<file path="src/rtl/telemetry_pkg.sv">
// Shared telemetry SRAM definitions: pointer widths, reader state encoding
// and the default frame sync word.
package telemetry_pkg;

  localparam int SRAM_ADDR_W      = 19;
  localparam int SRAM_CHIP_ADDR_W = 18;
  localparam int RD_WAIT_W        = 4;

  localparam logic [15:0] DEF_SYNC_WORD = 16'hEB90;

  typedef enum logic [2:0] {
    ST_IDLE   = 3'd0,
    ST_ADDR   = 3'd1,
    ST_WAIT   = 3'd2,
    ST_SEND   = 3'd3,
    ST_HDR_HI = 3'd4,
    ST_HDR_LO = 3'd5
  } rd_state_e;

  // Read pointer spans both chips and wraps naturally at 2^19.
  function automatic logic [SRAM_ADDR_W-1:0] ptr_next(input logic [SRAM_ADDR_W-1:0] p);
    return p + SRAM_ADDR_W'(1);
  endfunction

endpackage

</file>
<file path="src/rtl/sram_tx_reader.sv">
// Streams stored telemetry bytes from the 512K x 8 SRAM to the serializer
// while the transmit window is open. TX_SYNC_HDR_EN adds a per-frame sync header.
module sram_tx_reader
  import telemetry_pkg::*;
#(
  parameter int          RD_WAIT   = 3,
  parameter int          FRAME_LEN = 64,
  parameter logic [15:0] SYNC_WORD = DEF_SYNC_WORD
) (
  input  logic                        CLK_48MHZ,
  input  logic                        reset,
  input  logic                        tx_enable,
  input  logic [SRAM_CHIP_ADDR_W-1:0] write_address,
  input  logic                        w_chip_select,
  input  logic                        mem_busy,
  input  logic [7:0]                  mem_data,
  output logic [SRAM_CHIP_ADDR_W-1:0] read_address,
  output logic                        r_chip_select,
  output logic                        mem_oe_n,
  output logic                        mem_rd_active,
  output logic [7:0]                  tx_data,
  output logic                        tx_valid,
  input  logic                        tx_ready
);

  rd_state_e                state_q, state_d;
  logic [RD_WAIT_W-1:0]     wait_q, wait_d;
  logic [SRAM_ADDR_W-1:0]   rd_ptr_q, rd_ptr_d;
  logic [7:0]               tx_data_q, tx_data_d;
  logic                     tx_valid_q, tx_valid_d;

  logic empty, start, abort, hs;

`ifdef TX_SYNC_HDR_EN
  localparam int FC_W = ($clog2(FRAME_LEN) > 0) ? $clog2(FRAME_LEN) : 1;

  logic [FC_W-1:0] frame_q, frame_d;
  logic            hdr_done_q, hdr_done_d;
  logic            en_q;
`endif

  assign empty = (rd_ptr_q == {w_chip_select, write_address});
  assign start = tx_enable && !empty && !mem_busy;
  assign abort = mem_busy || !tx_enable;
  assign hs    = tx_valid_q && tx_ready;

  always_comb begin
    state_d    = state_q;
    wait_d     = wait_q;
    rd_ptr_d   = rd_ptr_q;
    tx_data_d  = tx_data_q;
    tx_valid_d = tx_valid_q;
`ifdef TX_SYNC_HDR_EN
    frame_d    = frame_q;
    hdr_done_d = hdr_done_q;
`endif

    case (state_q)
      ST_IDLE: begin
        if (start) begin
`ifdef TX_SYNC_HDR_EN
          if (frame_q == '0 && !hdr_done_q) begin
            state_d    = ST_HDR_HI;
            tx_data_d  = SYNC_WORD[15:8];
            tx_valid_d = 1'b1;
          end else begin
            state_d = ST_ADDR;
          end
`else
          state_d = ST_ADDR;
`endif
        end
      end

      ST_ADDR: begin
        if (abort) begin
          state_d = ST_IDLE;
        end else begin
          wait_d  = RD_WAIT_W'(RD_WAIT - 1);
          state_d = ST_WAIT;
        end
      end

      ST_WAIT: begin
        // Abort wins over capture so a byte read under a writer collision is never sent.
        if (abort) begin
          state_d = ST_IDLE;
        end else if (wait_q == '0) begin
          tx_data_d  = mem_data;
          tx_valid_d = 1'b1;
          state_d    = ST_SEND;
        end else begin
          wait_d = wait_q - RD_WAIT_W'(1);
        end
      end

      ST_SEND: begin
        if (hs) begin
          tx_valid_d = 1'b0;
          rd_ptr_d   = ptr_next(rd_ptr_q);
          state_d    = ST_IDLE;
`ifdef TX_SYNC_HDR_EN
          if (frame_q == FC_W'(FRAME_LEN - 1)) begin
            frame_d    = '0;
            hdr_done_d = 1'b0;
          end else begin
            frame_d = frame_q + FC_W'(1);
          end
`endif
        end
      end

`ifdef TX_SYNC_HDR_EN
      ST_HDR_HI: begin
        if (hs) begin
          if (tx_enable) begin
            tx_data_d = SYNC_WORD[7:0];
            state_d   = ST_HDR_LO;
          end else begin
            tx_valid_d = 1'b0;
            state_d    = ST_IDLE;
          end
        end
      end

      ST_HDR_LO: begin
        if (hs) begin
          tx_valid_d = 1'b0;
          hdr_done_d = 1'b1;
          state_d    = ST_IDLE;
        end
      end
`endif

      default: state_d = ST_IDLE;
    endcase

`ifdef TX_SYNC_HDR_EN
    // Each new window restarts framing so it always opens with a header.
    if (tx_enable && !en_q) begin
      frame_d    = '0;
      hdr_done_d = 1'b0;
    end
`endif
  end

  always_ff @(posedge CLK_48MHZ or negedge reset) begin
    if (!reset) begin
      state_q    <= ST_IDLE;
      wait_q     <= '0;
      rd_ptr_q   <= '0;
      tx_data_q  <= '0;
      tx_valid_q <= 1'b0;
    end else begin
      state_q    <= state_d;
      wait_q     <= wait_d;
      rd_ptr_q   <= rd_ptr_d;
      tx_data_q  <= tx_data_d;
      tx_valid_q <= tx_valid_d;
    end
  end

`ifdef TX_SYNC_HDR_EN
  always_ff @(posedge CLK_48MHZ or negedge reset) begin
    if (!reset) begin
      frame_q    <= '0;
      hdr_done_q <= 1'b0;
      en_q       <= 1'b0;
    end else begin
      frame_q    <= frame_d;
      hdr_done_q <= hdr_done_d;
      en_q       <= tx_enable;
    end
  end
`else
  logic unused_cfg;
  assign unused_cfg = ^{SYNC_WORD, 32'(FRAME_LEN)};
`endif

  assign read_address  = rd_ptr_q[SRAM_CHIP_ADDR_W-1:0];
  assign r_chip_select = rd_ptr_q[SRAM_ADDR_W-1];
  assign mem_rd_active = (state_q == ST_ADDR) || (state_q == ST_WAIT);
  assign mem_oe_n      = !mem_rd_active;
  assign tx_data       = tx_data_q;
  assign tx_valid      = tx_valid_q;

endmodule

</file>
<file path="config.mk">
export PLATFORM = sky130hd
export DESIGN_NAME = sram_tx_reader
export DESIGN_NICKNAME = d
export VERILOG_FILES = /design/src/rtl/telemetry_pkg.sv /design/src/rtl/sram_tx_reader.sv
export SDC_FILE = /design/constraint.sdc
export NUM_CORES = 1
export LEC_CHECK = 0
export ABC_AREA = 1
export BUFFER_PORTS_ARGS = -buffer_cell sky130_fd_sc_hd__buf_2
export CAP_MARGIN = 20
export CORE_UTILIZATION = 51
export DETAILED_ROUTE_END_ITERATION = 7
export GPL_ROUTABILITY_DRIVEN = 0
export PLACE_DENSITY = 0.83
export SETUP_SLACK_MARGIN = 0.02
export SYNTH_ARGS = -nofsm -noshare
export SYNTH_HDL_FRONTEND = slang
export SYNTH_SLANG_ARGS = --single-unit
</file>
<file path="constraint.sdc">
create_clock -name CLK_48MHZ -period 2.25 [get_ports CLK_48MHZ]
set_input_delay 0.225 -clock CLK_48MHZ [delete_from_list [all_inputs] [get_ports CLK_48MHZ]]
set_output_delay 0.225 -clock CLK_48MHZ [all_outputs]
set_load 0.01 [all_outputs]
</file>
==> results.py, run 1 <==
metrics = {
    "die": {
        "die_y_um": 64.9,
        "dieWidth_um": 64.9,
        "die_area_um2": 4220,
        "initial_utilization": 0.543,
        "fp-row-count": 22,
        "ios": 62,
        "core_um2": 3720,
    },
    "clock_network": {
        "clock-sinks": 34,
        "cts.path.max_buffers": 2,
        "cts_setup_buffers": 0,
        "cts_tree": "yes",
        "root_buffer": "clkbuf_8",
        "htree_levels": 2,
        "clk_pin_slew_ps": 70,
        "numCtsBuffers": 5,
        "ctsResizeCount": 0,
        "worstSkewPairLatency_ps": 290,
        "cts_hold_buf": 0,
    },
    "sta": {
        "hold_slack_ps": -16.5,
        "period_minus_slack_ps": 1840,
        "finalSetupViolCount": 0,
        "hold_viol": 34,
        "slew_headroom": 0.519,
        "rsz0062_at_grt": "no",
        "fmax_mhz": 543,
        "skew_ps": 5.24,
        "layout_worst_path_cycle_share": 0.818,
        "worstMarginPinSlew_ps": 721,
        "drv_slew": 0,
        "fin_tns_setup_ps": 0,
    },
    "critical_path": {
        "cp.required_ps": 2430,
        "start_kind": "flop",
        "end_kind": "flop",
        "arrival_ps": 2020,
        "path_max_fanout": 9,
        "critPathKind": "flop to flop",
    },
    "job": {
        "maxCapViolCount": 0,
    },
    "place": {
        "dp_hpwl_mm": 2.99,
        "io_buffers": 61,
    },
    "route": {
        "via_per_inst": 4.78,
        "wire_per_inst_um": 10.7,
        "wirelength_mm": 3.86,
        "drtIter0Drc": 38,
        "antenna_left": 0,
        "drcViolationCount": 0,
        "drt-pass1-iter-count": 4,
        "vias": 1729,
    },
    "synthesis": {
        "syn_avg_cell_area_um2": 8.24,
        "yosysWarnings": 0,
        "synth_nets": 284,
        "synth_top_flop_cell": "dfrtp_1",
        "synth-seq-cells": 34,
        "ys_types": 24,
        "yosysSeqAreaShare": 0.421,
        "synth-edff-count": 0,
        "synth_cells": 245,
        "async_flop_share": 1.00,
        "netlist_area_um2": 2020,
    },
    "grt": {
        "antenna_found_initial": 0,
        "grt_pass1_vias": 1614,
        "grtUsageMet1": 0.241,
        "grt_first_pass_wirelength_mm": 6.56,
        "grt_usage": 0.206,
        "gr-total-overflow": 0,
        "top_usage_layer": "met2",
        "grt_max_degree": 35,
        "grt_use_met2": 0.350,
        "use_met3": 0.0528,
    },
    "power": {
        "powerDensity_nw_per_um2": 737,
        "ir_worst_vdd_mv": 0.556,
        "p_leak_nw": 1.45,
    },
    "cells_and_area": {
        "area_growth_pct": 22.8,
        "nFillCells": 336,
        "nets": 352,
        "final_common_cell": "buf_2",
        "diodes": 0,
        "layout-drive-gt1-share": 0.287,
        "most-common-layout-cells": "buf_2 (61), nand2_1 (59), inv_1 (45), dfrtp_1 (34), nor2_1 (25)",
    },
    "min_path": {
        "min_path_type": "input pin to asynchronous set/reset pin",
    },
    "run_status": {
        "violations": "hold timing",
        "outcome": "finished with violations",
    },
}
-- final timing paths --
kind                               end  cells past startpoint   startpoint  slack (ps)
hold reg to reg              wait_q[3]                      1    wait_q[3]         490
max in group asynchronous    wait_q[3]                      1        reset        1800
hold / removal             rd_ptr_q[7]                      1        reset         -20
min in group CLK_48MHZ      tx_data[3]                      2  mem_data[3]         160
setup / recovery            tx_data[1]                      5   state_q[0]         410
setup reg to reg            tx_data[1]                      5   state_q[0]         410
-- cell families (layout without fill, tap and decap cells) --
group / after synthesis / after routing / synth area share
DFF: 34 / 34 / 0.421
AOI/OAI and AO/OA: 12 / 12 / 0.0328
and+or+nand+nor: 115 / 115 / 0.269
adders and majority gates: 7 / 7 / 0.0434
muxes: 9 / 9 / 0.0502
buffers and inverters: 45 / 114 / 0.0836
xor gates and xnor gates: 23 / 23 / 0.0998
-- through the flow --
step           total power [mW]  setup WS [ps]  instances   util  instance area (um2)
6_report                   1.83            409        362  0.667                 2480
5_1_grt                    1.97            253        362  0.667                 2480
3_3_place_gp               1.35            469        354  0.642                 2380
4_1_cts                    1.85            412        362  0.667                 2480
2_1_floorplan              1.17            610        245      -                 2020
3_5_place_dp               1.37            424        354  0.642                 2380
-- area by class of cell --
cell class                 count  area, um2  area share
clock inverter                 2       12.5     0.00505
clock buffer                   6       82.6      0.0333
multi-input combinational    166       1000       0.403
timing repair buffer          61        305       0.123
tap                           48       60.1      0.0242
sequential                    34        851       0.343
inverter                      45        169      0.0681
-- where the power goes --
group | switching, mW | total (mW) | internal [mW]
logic | 0.309 | 0.557 | 0.248
clock network | 0.223 | 0.469 | 0.246
registers | 0.0857 | 0.803 | 0.717
total | 0.617 | 1.83 | 1.21
-- sequential cells by signal (all words and copies together) (netlist names) --
name	cells
wait_q	4
tx_data	8
state_q	2
tx_valid	1
rd_ptr_q	19
-- layer usage --
layer,wire length (um),part of all wire,up-vias
met1,1690,0.44,772
li1,-,-,890
met5,0,0,-
met2,1840,0.48,58
met3,242,0.063,9
met4,87,0.023,0
-- synth_stat cells, types with 2 or more instances --
cell	count	area share
mux2_2	9	0.050
xor2_1	17	0.074
xnor2_1	6	0.026
ha_1	7	0.043
a21oi_1	4	0.0099
nand3_2	2	0.0099
nor3_1	2	0.0050
a31oi_1	2	0.0062
nor3_2	2	0.0099
nor2_4	4	0.022
nor2_1	25	0.046
inv_1	45	0.084
nand4_1	4	0.012
nand3_1	12	0.030
dfrtp_1	34	0.42
nand2_1	59	0.11
o21ai_0	4	0.0099
-- worst max-delay path: stages (launching register included) --
cell and delay (ps):
dfrtp_1 410, inv_1 90, ha_1 300, nand4_1 170, nor2_2 370, mux2_2 390
Power figures use the tool's default switching activity.
==> inputs of run 2 (changes only) <==
- ABC_AREA: 1 -> 0
- CORE_UTILIZATION: 51 -> 50
- clock period: 2.25 -> 1.75 ns (I/O delays scaled with it)
==> results.py, run 2 <==
metrics = {
    "grt": {
        "grt_first_pass_wirelength_mm": 7.04,
        "grt_max_degree": 35,
        "use_met3": 0.0399,
        "grt_use_met2": 0.370,
        "grt_pass1_vias": 1504,
        "gr-total-overflow": 0,
        "grt_usage": 0.231,
        "antenna_found_initial": 0,
        "top_usage_layer": "met2",
        "grtUsageMet1": 0.296,
    },
    "synthesis": {
        "yosysSeqAreaShare": 0.450,
        "synth-seq-cells": 34,
        "synth_nets": 219,
        "synthTopCellsByArea": "dfrtp_1 (45%), xnor2_1 (14%), mux2_2 (5.4%)",
        "synth_top_flop_cell": "dfrtp_1",
        "yosysWarnings": 0,
        "async_flop_share": 1.00,
        "yosysMostFrequentCell": "dfrtp_1",
        "ys_types": 32,
        "synth_area_leader_cell": "dfrtp_1",
        "synth-edff-count": 0,
        "yosys-top-cells-count": "dfrtp_1 (34), xnor2_1 (31), nand2_1 (18), nand4_1 (16), nor2_1 (11)",
        "netlist_area_um2": 1890,
        "synth_cells": 180,
        "syn_avg_cell_area_um2": 10.5,
        "yosys.area.top_type_share": 0.450,
    },
    "critical_path": {
        "worstSetupPathDepth": 4,
        "start_kind": "flop",
        "critPathKind": "flop to flop",
        "crit_start": "state_q[0]",
        "r2r_cells": 4,
        "arrival_ps": 1810,
        "cp.required_ps": 1920,
        "crit_buf_inv": 1,
        "rrSetupSlack_ps": 110,
        "path_max_fanout": 9,
        "max_stage_delay_ps": 440,
        "end_kind": "flop",
        "cp-endpoint": "tx_data[4]",
        "path_cells": "inv_1, ha_1, nand3_2, mux2_2",
        "r2r-start": "state_q[0]",
        "r2r_end": "tx_data[4]",
        "cp_slowest_cell": "dfrtp_1",
        "crit_family": "flip-flops",
    },
    "sta": {
        "rsz0062_at_grt": "yes",
        "finalSetupViolCount": 0,
        "timing.final.ws_setup_ps": 114,
        "skew_ps": 5.64,
        "slew_headroom": 0.504,
        "worstMarginPinSlew_ps": 744,
        "drv_slew": 0,
        "hold_slack_ps": 114,
        "hold_viol": 0,
        "layout_worst_path_cycle_share": 0.935,
        "fmax_mhz": 611,
        "period_minus_slack_ps": 1640,
        "fin_tns_setup_ps": 0,
    },
    "cells_and_area": {
        "layout-drive-gt1-share": 0.374,
        "nFillCells": 274,
        "nets": 293,
        "area_growth_pct": 27.5,
        "most-common-layout-cells": "buf_2 (61), dfrtp_1 (32), xnor2_1 (31), nand2_1 (18), nand4_1 (16)",
        "registers.top_by_ff_count": "rd_ptr_q",
        "final_common_cell": "buf_2",
        "diodes": 0,
        "largest_register_ffs": 19,
    },
    "die": {
        "initial_utilization": 0.545,
        "core_um2": 3470,
        "die_area_um2": 4030,
        "fp-row-count": 21,
        "dieWidth_um": 63.5,
        "die_y_um": 63.5,
        "ios": 62,
    },
    "place": {
        "dp_hpwl_mm": 3.26,
        "pre_cts_ws_ps": 121,
        "io_buffers": 61,
    },
    "clock_network": {
        "cts_tree": "yes",
        "cts.path.max_buffers": 2,
        "worstSkewPairLatency_ps": 290,
        "numCtsBuffers": 5,
        "clk_pin_slew_ps": 70,
        "htree_levels": 2,
        "clock-sinks": 34,
        "root_buffer": "clkbuf_8",
    },
    "power": {
        "ir_worst_vdd_mv": 0.814,
        "powerDensity_nw_per_um2": 985,
        "p_leak_nw": 1.17,
    },
    "route": {
        "vias": 1603,
        "drcViolationCount": 0,
        "wirelength_mm": 4.30,
        "drtIter0Drc": 108,
        "wire_per_inst_um": 14.3,
        "via_per_inst": 5.34,
        "drt-pass1-iter-count": 4,
        "antenna_left": 0,
    },
    "run_status": {
        "outcome": "finished clean",
    },
    "job": {
        "maxCapViolCount": 0,
    },
    "min_path": {
        "min_path_type": "input pin to flop",
    },
}
[run 2: changes by cell type in the layout (fill, tap and decap cells not counted), moves of 4 or more]
cell	before	now
nand4_1	4	16
inv_1	45	7
xnor2_1	6	31
buf_4	0	7
nor2_1	25	10
nand3_1	12	4
nor2_4	4	0
xor2_1	17	6
nand2_1	59	18
[run 2: worst min-delay path by stage]
stage	from	endpoint	cells after the start
floorplan	reset	rd_ptr_q[0]	0
global placement	reset	rd_ptr_q[9]	1
detailed placement	reset	rd_ptr_q[9]	1
CTS	mem_data[5]	tx_data[5]	2
global route	mem_data[6]	tx_data[6]	2
finish	mem_data[6]	tx_data[6]	2
[run 2: worst reg2reg max path, stage by stage (launching register included)]
cell     delay [ps]
dfrtp_1         440
inv_1           130
ha_1            340
nand3_2         260
mux2_2          350
[run 2: kinds of logic (layout without fill, tap and decap cells)]
family / Yosys count / after routing / synth area share
XOR/XNOR: 37 / 37 / 0.171
AO/OA/AOI/OAI: 17 / 17 / 0.0615
AND/OR/NAND/NOR: 65 / 65 / 0.188
buffers and inverters: 9 / 83 / 0.0185
flip-flops: 34 / 34 / 0.450
adder cells (fa/ha/maj): 7 / 7 / 0.0463
multiplexers: 11 / 11 / 0.0642
[run 2: stage by stage]
stage          utilization  total power [mW]  area, um2  cells
6_report             0.696              2.38       2410    300
5_1_grt              0.696              2.54       2410    300
4_1_cts              0.686              2.38       2380    299
3_5_place_dp         0.661              1.83       2290    291
3_3_place_gp         0.661              1.80       2290    291
2_1_floorplan            -              1.51       1890    180
[run 2: metal layers]
metal | vias up | share of wire
met4 | 0 | 0.0084
met5 | - | 0
met3 | 2 | 0.047
met1 | 776 | 0.43
met2 | 45 | 0.51
li1 | 780 | -
[run 2: where the power goes]
group | total [mW] | switching, mW | internal, mW
Sequential | 1.07 | 0.144 | 0.922
Clock | 0.539 | 0.273 | 0.266
Combinational | 0.771 | 0.397 | 0.374
[run 2: area by class of cell]
cell class / count / area, um2 / area share
clock buffers: 5 / 68.8 / 0.0285
flip-flops and latches: 34 / 853 / 0.354
repair buffers: 69 / 368 / 0.152
multi-input cells: 137 / 1030 / 0.426
clock inverters: 2 / 10.0 / 0.00415
inverters: 7 / 26.3 / 0.0109
well taps: 46 / 57.6 / 0.0239
[run 2: timing repair]
action / in CTS / in global routing
endpoints found under the hold margin: 34 / 0
buffers inserted: 0 / 1
gates resized for setup: 0 / 7
setup endpoints to repair: 0 / 10
hold buffers: 1 / 0
==> inputs of run 3 (changes only) <==
- HOLD_SLACK_MARGIN: unset -> 0.15
==> results.py, run 3 (synthesis gave the netlist of run 2 again) <==
metrics = {
    "run_status": {
        "outcome": "finished clean",
    },
    "sta": {
        "skew_ps": 4.74,
        "period_minus_slack_ps": 1660,
        "fin_tns_setup_ps": 0,
        "drv_slew": 0,
        "slew_headroom": 0.501,
        "rsz0062_at_grt": "yes",
        "hold_viol": 0,
        "finalSetupViolCount": 0,
        "fmax_mhz": 604,
        "layout_worst_path_cycle_share": 0.947,
        "worstMarginPinSlew_ps": 748,
    },
    "critical_path": {
        "cp.required_ps": 1930,
        "end_kind": "flop",
        "path_max_fanout": 9,
        "start_kind": "flop",
        "max_stage_delay_ps": 440,
        "arrival_ps": 1830,
        "path_cells": "inv_1, ha_1, nand3_2, mux2_2",
        "critPathKind": "flop to flop",
        "cp_slowest_cell": "dfrtp_1",
    },
    "route": {
        "wirelength_mm": 4.66,
        "via_per_inst": 5.30,
        "drt-pass1-iter-count": 6,
        "wire_per_inst_um": 15.1,
        "antenna_left": 0,
        "drcViolationCount": 0,
        "drtIter0Drc": 135,
        "vias": 1637,
    },
    "place": {
        "io_buffers": 61,
        "dp_hpwl_mm": 3.26,
    },
    "die": {
        "ios": 62,
        "die_area_um2": 4030,
        "dieWidth_um": 63.5,
        "initial_utilization": 0.545,
        "core_um2": 3470,
        "die_y_um": 63.5,
        "fp-row-count": 21,
    },
    "cells_and_area": {
        "largest_register_ffs": 19,
        "layout-drive-gt1-share": 0.363,
        "most-common-layout-cells": "buf_2 (61), dfrtp_1 (32), xnor2_1 (31), nand2_1 (18), nand4_1 (16)",
        "nFillCells": 260,
        "registers.top_by_ff_count": "rd_ptr_q",
        "nets": 301,
        "final_core_util": 0.719,
        "area_growth_pct": 31.9,
        "final_common_cell": "buf_2",
    },
    "grt": {
        "grt_pass1_vias": 1572,
        "antenna_found_initial": 1,
        "grt_first_pass_wirelength_mm": 7.47,
        "grt_max_degree": 35,
        "gr-total-overflow": 0,
        "grt_usage": 0.248,
    },
    "power": {
        "powerDensity_nw_per_um2": 970,
        "ir_worst_vdd_mv": 0.860,
        "p_leak_nw": 1.21,
    },
    "clock_network": {
        "clk_pin_slew_ps": 70,
        "root_buffer": "clkbuf_8",
        "htree_levels": 2,
        "numCtsBuffers": 5,
        "cts_tree": "yes",
        "worstSkewPairLatency_ps": 290,
        "clock-sinks": 34,
        "cts.path.max_buffers": 2,
    },
    "min_path": {
        "min_path_type": "input pin to flop",
    },
    "job": {
        "maxCapViolCount": 0,
    },
}
==> run 3: cell types whose count changed in the layout (fill, tap and decap cells not counted) <==
cell           before  now
diode_2             0    1
dlygate4sd3_1       1    9
==> run 3: worst paths after layout <==
check                                start     endpoint  slack [ps]  cells past startpoint
worst max-delay path            state_q[0]   tx_data[4]          90                      4
worst min-delay path              tx_ready     tx_valid         240                      3
worst max register to register  state_q[0]   tx_data[4]          90                      4
worst min register to register  tx_data[3]   tx_data[3]         510                      1
max in group asynchronous            reset  rd_ptr_q[0]         750                      2
min in group asynchronous            reset  rd_ptr_q[9]         480                      2
==> run 3: final cells by class <==
cell class	instances	area (um2)	share of cell area
clock buffers	5	68.8	0.0276
clock inverters	2	10.0	0.00401
diodes	1	2.50	0.00100
well taps	46	57.6	0.0231
multi-input cells	137	1030	0.412
inverters	7	26.3	0.0105
repair buffers	77	448	0.180
flip-flops and latches	34	853	0.342
==> run 3: where the power goes <==
group	leakage [nW]	switching, mW	internal (mW)	total, mW
Sequential	0.457	0.146	0.922	1.07
Combinational	0.704	0.414	0.387	0.801
Clock	0.0438	0.283	0.267	0.550
==> run 3: worst max-delay path: cells and delay by family (launching register included) <==
kind	cells	cell delay [ps]
buf+inv	1	130
mux	1	360
fa+ha+maj	1	340
flops	1	440
simple gates	1	270
==> run 3: what timing repair did <==
action	4_1_cts	5_1_grt
buffers inserted	0	1
endpoints found under the hold margin	42	0
setup endpoints to repair	0	10
hold buffers	9	0
gates resized for setup	0	7
==> run 3: through the flow <==
| stage | setup WS (ps) | instance area, um2 | power (mW) | instances | hold slack (ps) |
|---|---|---|---|---|---|
| final | 93.2 | 2490 | 2.42 | 309 | 236 |
| after global routing | 14.9 | 2490 | 2.56 | 309 | 272 |
| after CTS | 68.2 | 2460 | 2.39 | 307 | 234 |
| after detailed placement | 121 | 2290 | 1.83 | 291 | 281 |
| after global placement | 157 | 2290 | 1.80 | 291 | 283 |
| after floorplan | 141 | 1890 | 1.51 | 180 | -121 |
==> run 3: layer usage <==
layer	wire [um]	up-vias	track usage
met2	2370	50	0.404
met5	0	-	0
met1	1950	780	0.305
li1	-	797	-
met3	207	10	0.0399
met4	131	0	0.153
